--- src/rtl/framebuffer_reader.sv ---
// Framebuffer scan-out reader: fetches one frame of 32-bit words over an
// Avalon-MM read master and presents them as a framed Avalon-ST pixel stream.
module framebuffer_reader #(
  parameter int H_PIXELS   = 640,
  parameter int V_LINES    = 480,
  parameter int FIFO_DEPTH = 64
) (
  input  logic        clk,
  input  logic        reset_n,
  input  logic        enable,
  input  logic [31:0] base_addr,
  output logic [31:0] m_address,
  output logic        m_read,
  input  logic        m_waitrequest,
  input  logic [31:0] m_readdata,
  input  logic        m_readdatavalid,
  output logic [23:0] out_data,
  output logic        out_valid,
  input  logic        out_ready,
  output logic        out_sop,
  output logic        out_eop,
  output logic        frame_done,
  output logic [1:0]  dbg_state
);

  // Handshakes: an Avalon-MM request transfers on a cycle with m_read=1 and
  // m_waitrequest=0 (address/read held otherwise); a pixel transfers on a
  // cycle with out_valid=1 and out_ready=1; out_valid never waits on out_ready.

  localparam int NPIX = H_PIXELS * V_LINES;
  localparam int PCW  = (NPIX > 1) ? $clog2(NPIX) : 1;
  localparam int AW   = $clog2(FIFO_DEPTH);
  localparam int OW   = AW + 1;
  localparam logic [PCW-1:0] LAST_PIX = PCW'(NPIX - 1);
  localparam logic [OW:0]    DEPTH_C  = (OW + 1)'(FIFO_DEPTH);

  typedef enum logic [1:0] {
    S_IDLE  = 2'd0,
    S_FETCH = 2'd1,
    S_DRAIN = 2'd2
  } state_t;

  state_t         state_q, state_d;
  logic [31:0]    addr_q, addr_d;
  logic [PCW-1:0] req_cnt_q, req_cnt_d;
  logic [OW-1:0]  outst_q, outst_d;
  logic [AW-1:0]  wr_ptr_q, wr_ptr_d;
  logic [AW-1:0]  rd_ptr_q, rd_ptr_d;
  logic [OW-1:0]  fifo_cnt_q, fifo_cnt_d;
  logic [PCW-1:0] pix_cnt_q, pix_cnt_d;
  logic           frame_done_q, frame_done_d;
  logic [23:0]    fifo_mem [FIFO_DEPTH];

  logic issue;
  logic ret;
  logic pop;
  logic credit_ok;
  logic start_frame;
  logic unused_hi;

  assign unused_hi = ^m_readdata[31:24];

  // Outstanding plus buffered words bound the FIFO occupancy, so this credit
  // test is what guarantees the FIFO can never overflow.
  assign credit_ok   = (({1'b0, outst_q} + {1'b0, fifo_cnt_q}) < DEPTH_C);
  assign issue       = m_read && !m_waitrequest;
  // Returns with nothing outstanding are stale (issued before a reset) and dropped.
  assign ret         = m_readdatavalid && (outst_q != '0);
  assign pop         = out_valid && out_ready;
  assign start_frame = (state_q == S_IDLE) && enable;

  // ---------------- request FSM: state register ----------------
  always_ff @(posedge clk or negedge reset_n) begin
    if (!reset_n) begin
      state_q <= S_IDLE;
    end else begin
      state_q <= state_d;
    end
  end

  // ---------------- request FSM: next state ----------------
  always_comb begin
    state_d = state_q;
    case (state_q)
      S_IDLE: begin
        if (enable) begin
          state_d = S_FETCH;
        end
      end
      S_FETCH: begin
        if (issue && (req_cnt_q == LAST_PIX)) begin
          state_d = S_DRAIN;
        end
      end
      S_DRAIN: begin
        if (outst_q == '0) begin
          state_d = S_IDLE;
        end
      end
      default: state_d = S_IDLE;
    endcase
  end

  // ---------------- request FSM: outputs ----------------
  always_comb begin
    m_read    = 1'b0;
    dbg_state = state_q;
    if (state_q == S_FETCH) begin
      m_read = credit_ok;
    end
  end

  assign m_address = addr_q;

  // ---------------- request-side counters ----------------
  always_comb begin
    addr_d    = addr_q;
    req_cnt_d = req_cnt_q;
    if (start_frame) begin
      addr_d    = base_addr;
      req_cnt_d = '0;
    end else if (issue) begin
      addr_d    = addr_q + 32'd4;
      req_cnt_d = (req_cnt_q == LAST_PIX) ? '0 : req_cnt_q + PCW'(1);
    end
  end

  always_comb begin
    outst_d = outst_q;
    case ({issue, ret})
      2'b10:   outst_d = outst_q + OW'(1);
      2'b01:   outst_d = outst_q - OW'(1);
      default: outst_d = outst_q;
    endcase
  end

  always_ff @(posedge clk or negedge reset_n) begin
    if (!reset_n) begin
      addr_q    <= '0;
      req_cnt_q <= '0;
      outst_q   <= '0;
    end else begin
      addr_q    <= addr_d;
      req_cnt_q <= req_cnt_d;
      outst_q   <= outst_d;
    end
  end

  // ---------------- pixel FIFO (first-word-fall-through) ----------------
  always_comb begin
    wr_ptr_d   = wr_ptr_q;
    rd_ptr_d   = rd_ptr_q;
    fifo_cnt_d = fifo_cnt_q;
    if (ret) begin
      wr_ptr_d = wr_ptr_q + AW'(1);
    end
    if (pop) begin
      rd_ptr_d = rd_ptr_q + AW'(1);
    end
    case ({ret, pop})
      2'b10:   fifo_cnt_d = fifo_cnt_q + OW'(1);
      2'b01:   fifo_cnt_d = fifo_cnt_q - OW'(1);
      default: fifo_cnt_d = fifo_cnt_q;
    endcase
  end

  always_ff @(posedge clk) begin
    if (ret) begin
      fifo_mem[wr_ptr_q] <= m_readdata[23:0];
    end
  end

  always_ff @(posedge clk or negedge reset_n) begin
    if (!reset_n) begin
      wr_ptr_q   <= '0;
      rd_ptr_q   <= '0;
      fifo_cnt_q <= '0;
    end else begin
      wr_ptr_q   <= wr_ptr_d;
      rd_ptr_q   <= rd_ptr_d;
      fifo_cnt_q <= fifo_cnt_d;
    end
  end

  // ---------------- output framing ----------------
  // The stream side counts its own pixels so framing follows accepted pixels,
  // independent of how far ahead the request side has run.
  always_comb begin
    pix_cnt_d    = pix_cnt_q;
    frame_done_d = 1'b0;
    if (pop) begin
      if (pix_cnt_q == LAST_PIX) begin
        pix_cnt_d    = '0;
        frame_done_d = 1'b1;
      end else begin
        pix_cnt_d = pix_cnt_q + PCW'(1);
      end
    end
  end

  always_ff @(posedge clk or negedge reset_n) begin
    if (!reset_n) begin
      pix_cnt_q    <= '0;
      frame_done_q <= 1'b0;
    end else begin
      pix_cnt_q    <= pix_cnt_d;
      frame_done_q <= frame_done_d;
    end
  end

  assign out_valid  = (fifo_cnt_q != '0);
  assign out_data   = fifo_mem[rd_ptr_q];
  assign out_sop    = out_valid && (pix_cnt_q == '0);
  assign out_eop    = out_valid && (pix_cnt_q == LAST_PIX);
  assign frame_done = frame_done_q;

endmodule

--- config.mk ---
export PLATFORM = sky130hd
export DESIGN_NAME = framebuffer_reader
export DESIGN_NICKNAME = d
export VERILOG_FILES = /design/src/rtl/framebuffer_reader.sv
export SDC_FILE = /design/constraint.sdc
export NUM_CORES = 2
export LEC_CHECK = 0
export BUFFER_PORTS_ARGS = -buffer_cell sky130_fd_sc_hd__buf_2
export CAP_MARGIN = 20
export CORE_MARGIN = 4
export CORE_UTILIZATION = 40
export DETAILED_ROUTE_END_ITERATION = 10
export SETUP_SLACK_MARGIN = 0.1
export SLEW_MARGIN = 0
export SYNTH_ARGS = -nofsm -noshare
export SYNTH_HDL_FRONTEND = slang
export SYNTH_SLANG_ARGS = --single-unit
--- constraint.sdc ---
create_clock -name clk -period 9.9 [get_ports clk]
set_clock_uncertainty 0.2 [all_clocks]
set_input_delay 0.99 -clock clk [delete_from_list [all_inputs] [get_ports clk]]
set_output_delay 0.99 -clock clk [all_outputs]
set_load 0.02 [all_outputs]
==> summary.md <==
| Metric | Value |
|---|---|
| Status | finished, final reports clean |
| YS warnings | 0 |
| Critical Path End Type | primary output |
| F_max | 0.164 GHz |
| Critical path class | reg2out |
| Root Driver | clkbuf_16 |
| Input/output buffers | 124 |
| Worst r2r path cells | 14 |
| Cell variety after synth | 59 |
| Sequential share of the synthesized area | 76.4% |
| Crit share post-route | 61.6% |
| DIE AREA | 166,000 µm² |
| Max-cap violations | 0 |
| EDFF count, synth | 1,536 |
| Fill cell count | 13,252 |
| Routed WL | 155,000 µm |
| Worst Hold Class | in2async |
| Area Overhead vs Synth | 13.4% |
| Mapped Area | roughly 64,000 µm² |
| Footprint of the multi-input gates | 14,300 µm² |
| Core area | 158,000 µm² |
| Yosys reg bits | 1,635 |
| Max IR drop VDD | around 0.3 mV |
| RSZ-0062 raised after global routing | no |
| Avg Cell Area, Syn | about 21 µm² |
| Predominant post-synthesis flop cell | edfxtp_1 |
| Layout cell share with drive strength beyond 1 | 26.9% |
| Post-Synth Adder-Cell Area | 0.535% |
| Synthesized-area fraction occupied by and/or/nand/nor cells | under 10% |
| Commonest cells after routing, fill and taps aside | edfxtp_1, mux4_2, a22oi_1, clkbuf_16, buf_2 |
| First-iteration detailed-routing DRC count | ~3,900 |
| Leakage | ~23 nW |
| Final-stage net count | 3,403 |
| Finish-stage setup viols | 0 |
| # rows | 146 |
| Worst R2R End | outst_q[6]$_DFFE_PN0P_ |
| Largest family of logic cells by synthesized area | multiplexers |
| CTS resizes | 0 |
| Post-DP HPWL | 84,200 µm |
| Width of the die | 407 µm |
| Initial antenna violation count | 19 |
| Routed Antenna Nets | 0 |
| H-tree levels | 4 |
| CTS tree | yes |
| Reg2reg start | fifo_cnt_q[5]$_DFFE_PN0P_ |
| Fin. Hold Viols | 0 |
| First-pass GRT wire length | 225,000 µm |
| Die height | 407 µm |
| Final Max Slew Viols | 0 |
| Post-Synthesis Cells | between 3,000 and 4,000 |
| Mapped Nets | 3,180 |
| Initial core utilization | 40.2% |
| Vias | 31,367 |
| GRT overflow | 0 |
| I/O Pins | 133 |
| Cts bufs inserted | 158 |
| Pin count of the biggest net entering global routing | 123 |
| Number of global-route vias before repair | 32,060 |
| # clock sinks | between 1,500 and 2,000 |
| Clock-pin slew on the worst setup and hold paths | 60 ps |
| Post-synthesis mux area share | 13.7% |
| GPL Wtd Cong | between 0.8 and 0.9 |
| Min Tclk post-route | ~6000 ps |
| Setup crit start kind | register |
| Clock latency on the worst-skew pair | 790 ps |
| Register area | between 40,000 and 50,000 µm² |
| Max Fanout on Critical Path | 48 |
| Drt first pass iters | 5 |
| Cts hold-fix bufs | 0 |
| Final Power | just under 20 mW |
| Post-DR vias/cell | 5.69 |
| Final setup TNS | 0 ps |
| DRC viols | 0 |
| R2R Setup Slk | 4950 ps |
| Power Density | between 200 and 300 nW/µm² |
| CP required | 8710 ps |
| Per-cell routed wire length | 28.1 µm |
| Data arrival, critical path | approximately 5000 ps |
| Leading cell type in the layout, fill and taps excluded | edfxtp_1 |
| Post-synth ARST share | 6.06% |
| Worst-Margin Slew | 1030 ps |
| Total GRT Usage | between 10% and 20% |
| Synth Area in XOR/XNOR | 0.936% |
| Max Root-Sink Buffers | 3 |
| Setup bufs post-CTS | 0 |
| Slew Limit Headroom | a little under a third |
| Compound-Gate Fraction of Synth Area | 3.95% |
[registers in the layout (all words and copies together) (netlist names)]
signal / count
fifo_cnt_q: 7
req_cnt_q: 19
m_address: 32
outst_q: 7
dbg_state: 2
rd_ptr_q: 6
frame_done: 1
pix_cnt_q: 19
fifo_mem: 1536
wr_ptr_q: 6
[critical path, cell delays in order (launching register included)]
cell,delay (ps)
dfrtp_4,830
buf_12,420
buf_4,720
mux4_2,590
a22oi_1,410
a21oi_1,180
or4_1,640
buf_2,230
[logic make-up after synthesis]
group,after synthesis
flip-flops,1635
buffers and inverters,192
XOR/XNOR,68
AND/OR/NAND/NOR,386
multiplexers,390
AO/OA/AOI/OAI,387
adder cells (fa/ha/maj),26
[per-stage QoR]
step                hold slack [ps]  instances  utilization, %  instance area, µm²  setup slack (ps)
floorplan                       245       3084               -               63600              6040
global placement                262       5217            42.4               67100              4510
detailed placement              266       5217            42.4               67100              4530
CTS                            3.74       5500            45.6               72100              3660
global route                   42.5       5503            45.6               72100              3470
finish                         32.1       5508            45.6               72100              3800
[area by class of cell]
type / instances / share of cell area, %
Clock inverter: 80 / 1.02
Tap cell: 2072 / 3.59
Inverter: 16 / 0.0833
Antenna cell: 6 / 0.0208
Sequential cell: 1635 / 67.4
Clock buffer: 203 / 5.85
Multi-Input combinational cell: 1257 / 19.9
Timing Repair Buffer: 239 / 2.18
[Yosys cell counts (13+ instances only)]
cell type	instances	area share, %
buf_1	21	0.12
o21ai_0	26	0.20
buf_4	13	0.15
dfrtp_1	99	3.9
mux4_2	384	14
o21ai_1	13	0.10
or4_1	24	0.28
nor2_1	114	0.67
a21oi_1	122	0.96
xnor2_1	25	0.34
nand3_1	38	0.30
a22oi_1	192	2.3
ha_1	24	0.47
nand2_1	80	0.47
nand4_1	35	0.34
edfxtp_1	1536	72
inv_1	13	0.077
and2_1	13	0.13
clkbuf_1	108	0.64
xor2_1	43	0.59
buf_2	22	0.17
[report_power, final]
part           leakage, nW  internal, mW  switching, mW
Combinational         5.33          2.21           3.26
Sequential            15.1          7.89          0.258
Clock                 2.41          3.26           2.54
Total                 22.8          13.4           6.05
[worst max-delay path by stage]
stage	to	depth (start not counted)	slack, ps	from
floorplan	outst_q[6]$_DFFE_PN0P_	17	6040	outst_q[5]$_DFFE_PN0P_
global placement	out_data[11]	7	4510	rd_ptr_q[0]$_DFFE_PN0P_
detailed placement	out_data[5]	7	4530	rd_ptr_q[0]$_DFFE_PN0P_
CTS	out_data[5]	7	3660	rd_ptr_q[0]$_DFFE_PN0P_
global route	out_data[9]	7	3470	rd_ptr_q[0]$_DFFE_PN0P_
finish	out_data[11]	7	3800	rd_ptr_q[0]$_DFFE_PN0P_
[per-layer routing]
layer	vias up	track usage (%)	wire [µm]
met4	0	5.68	3930
met2	1071	30.9	76800
met5	-	0	0
li1	13313	-	-
met1	16795	25.9	63100
met3	188	3.76	10900
No activity file was read; power rests on OpenSTA's default activity.
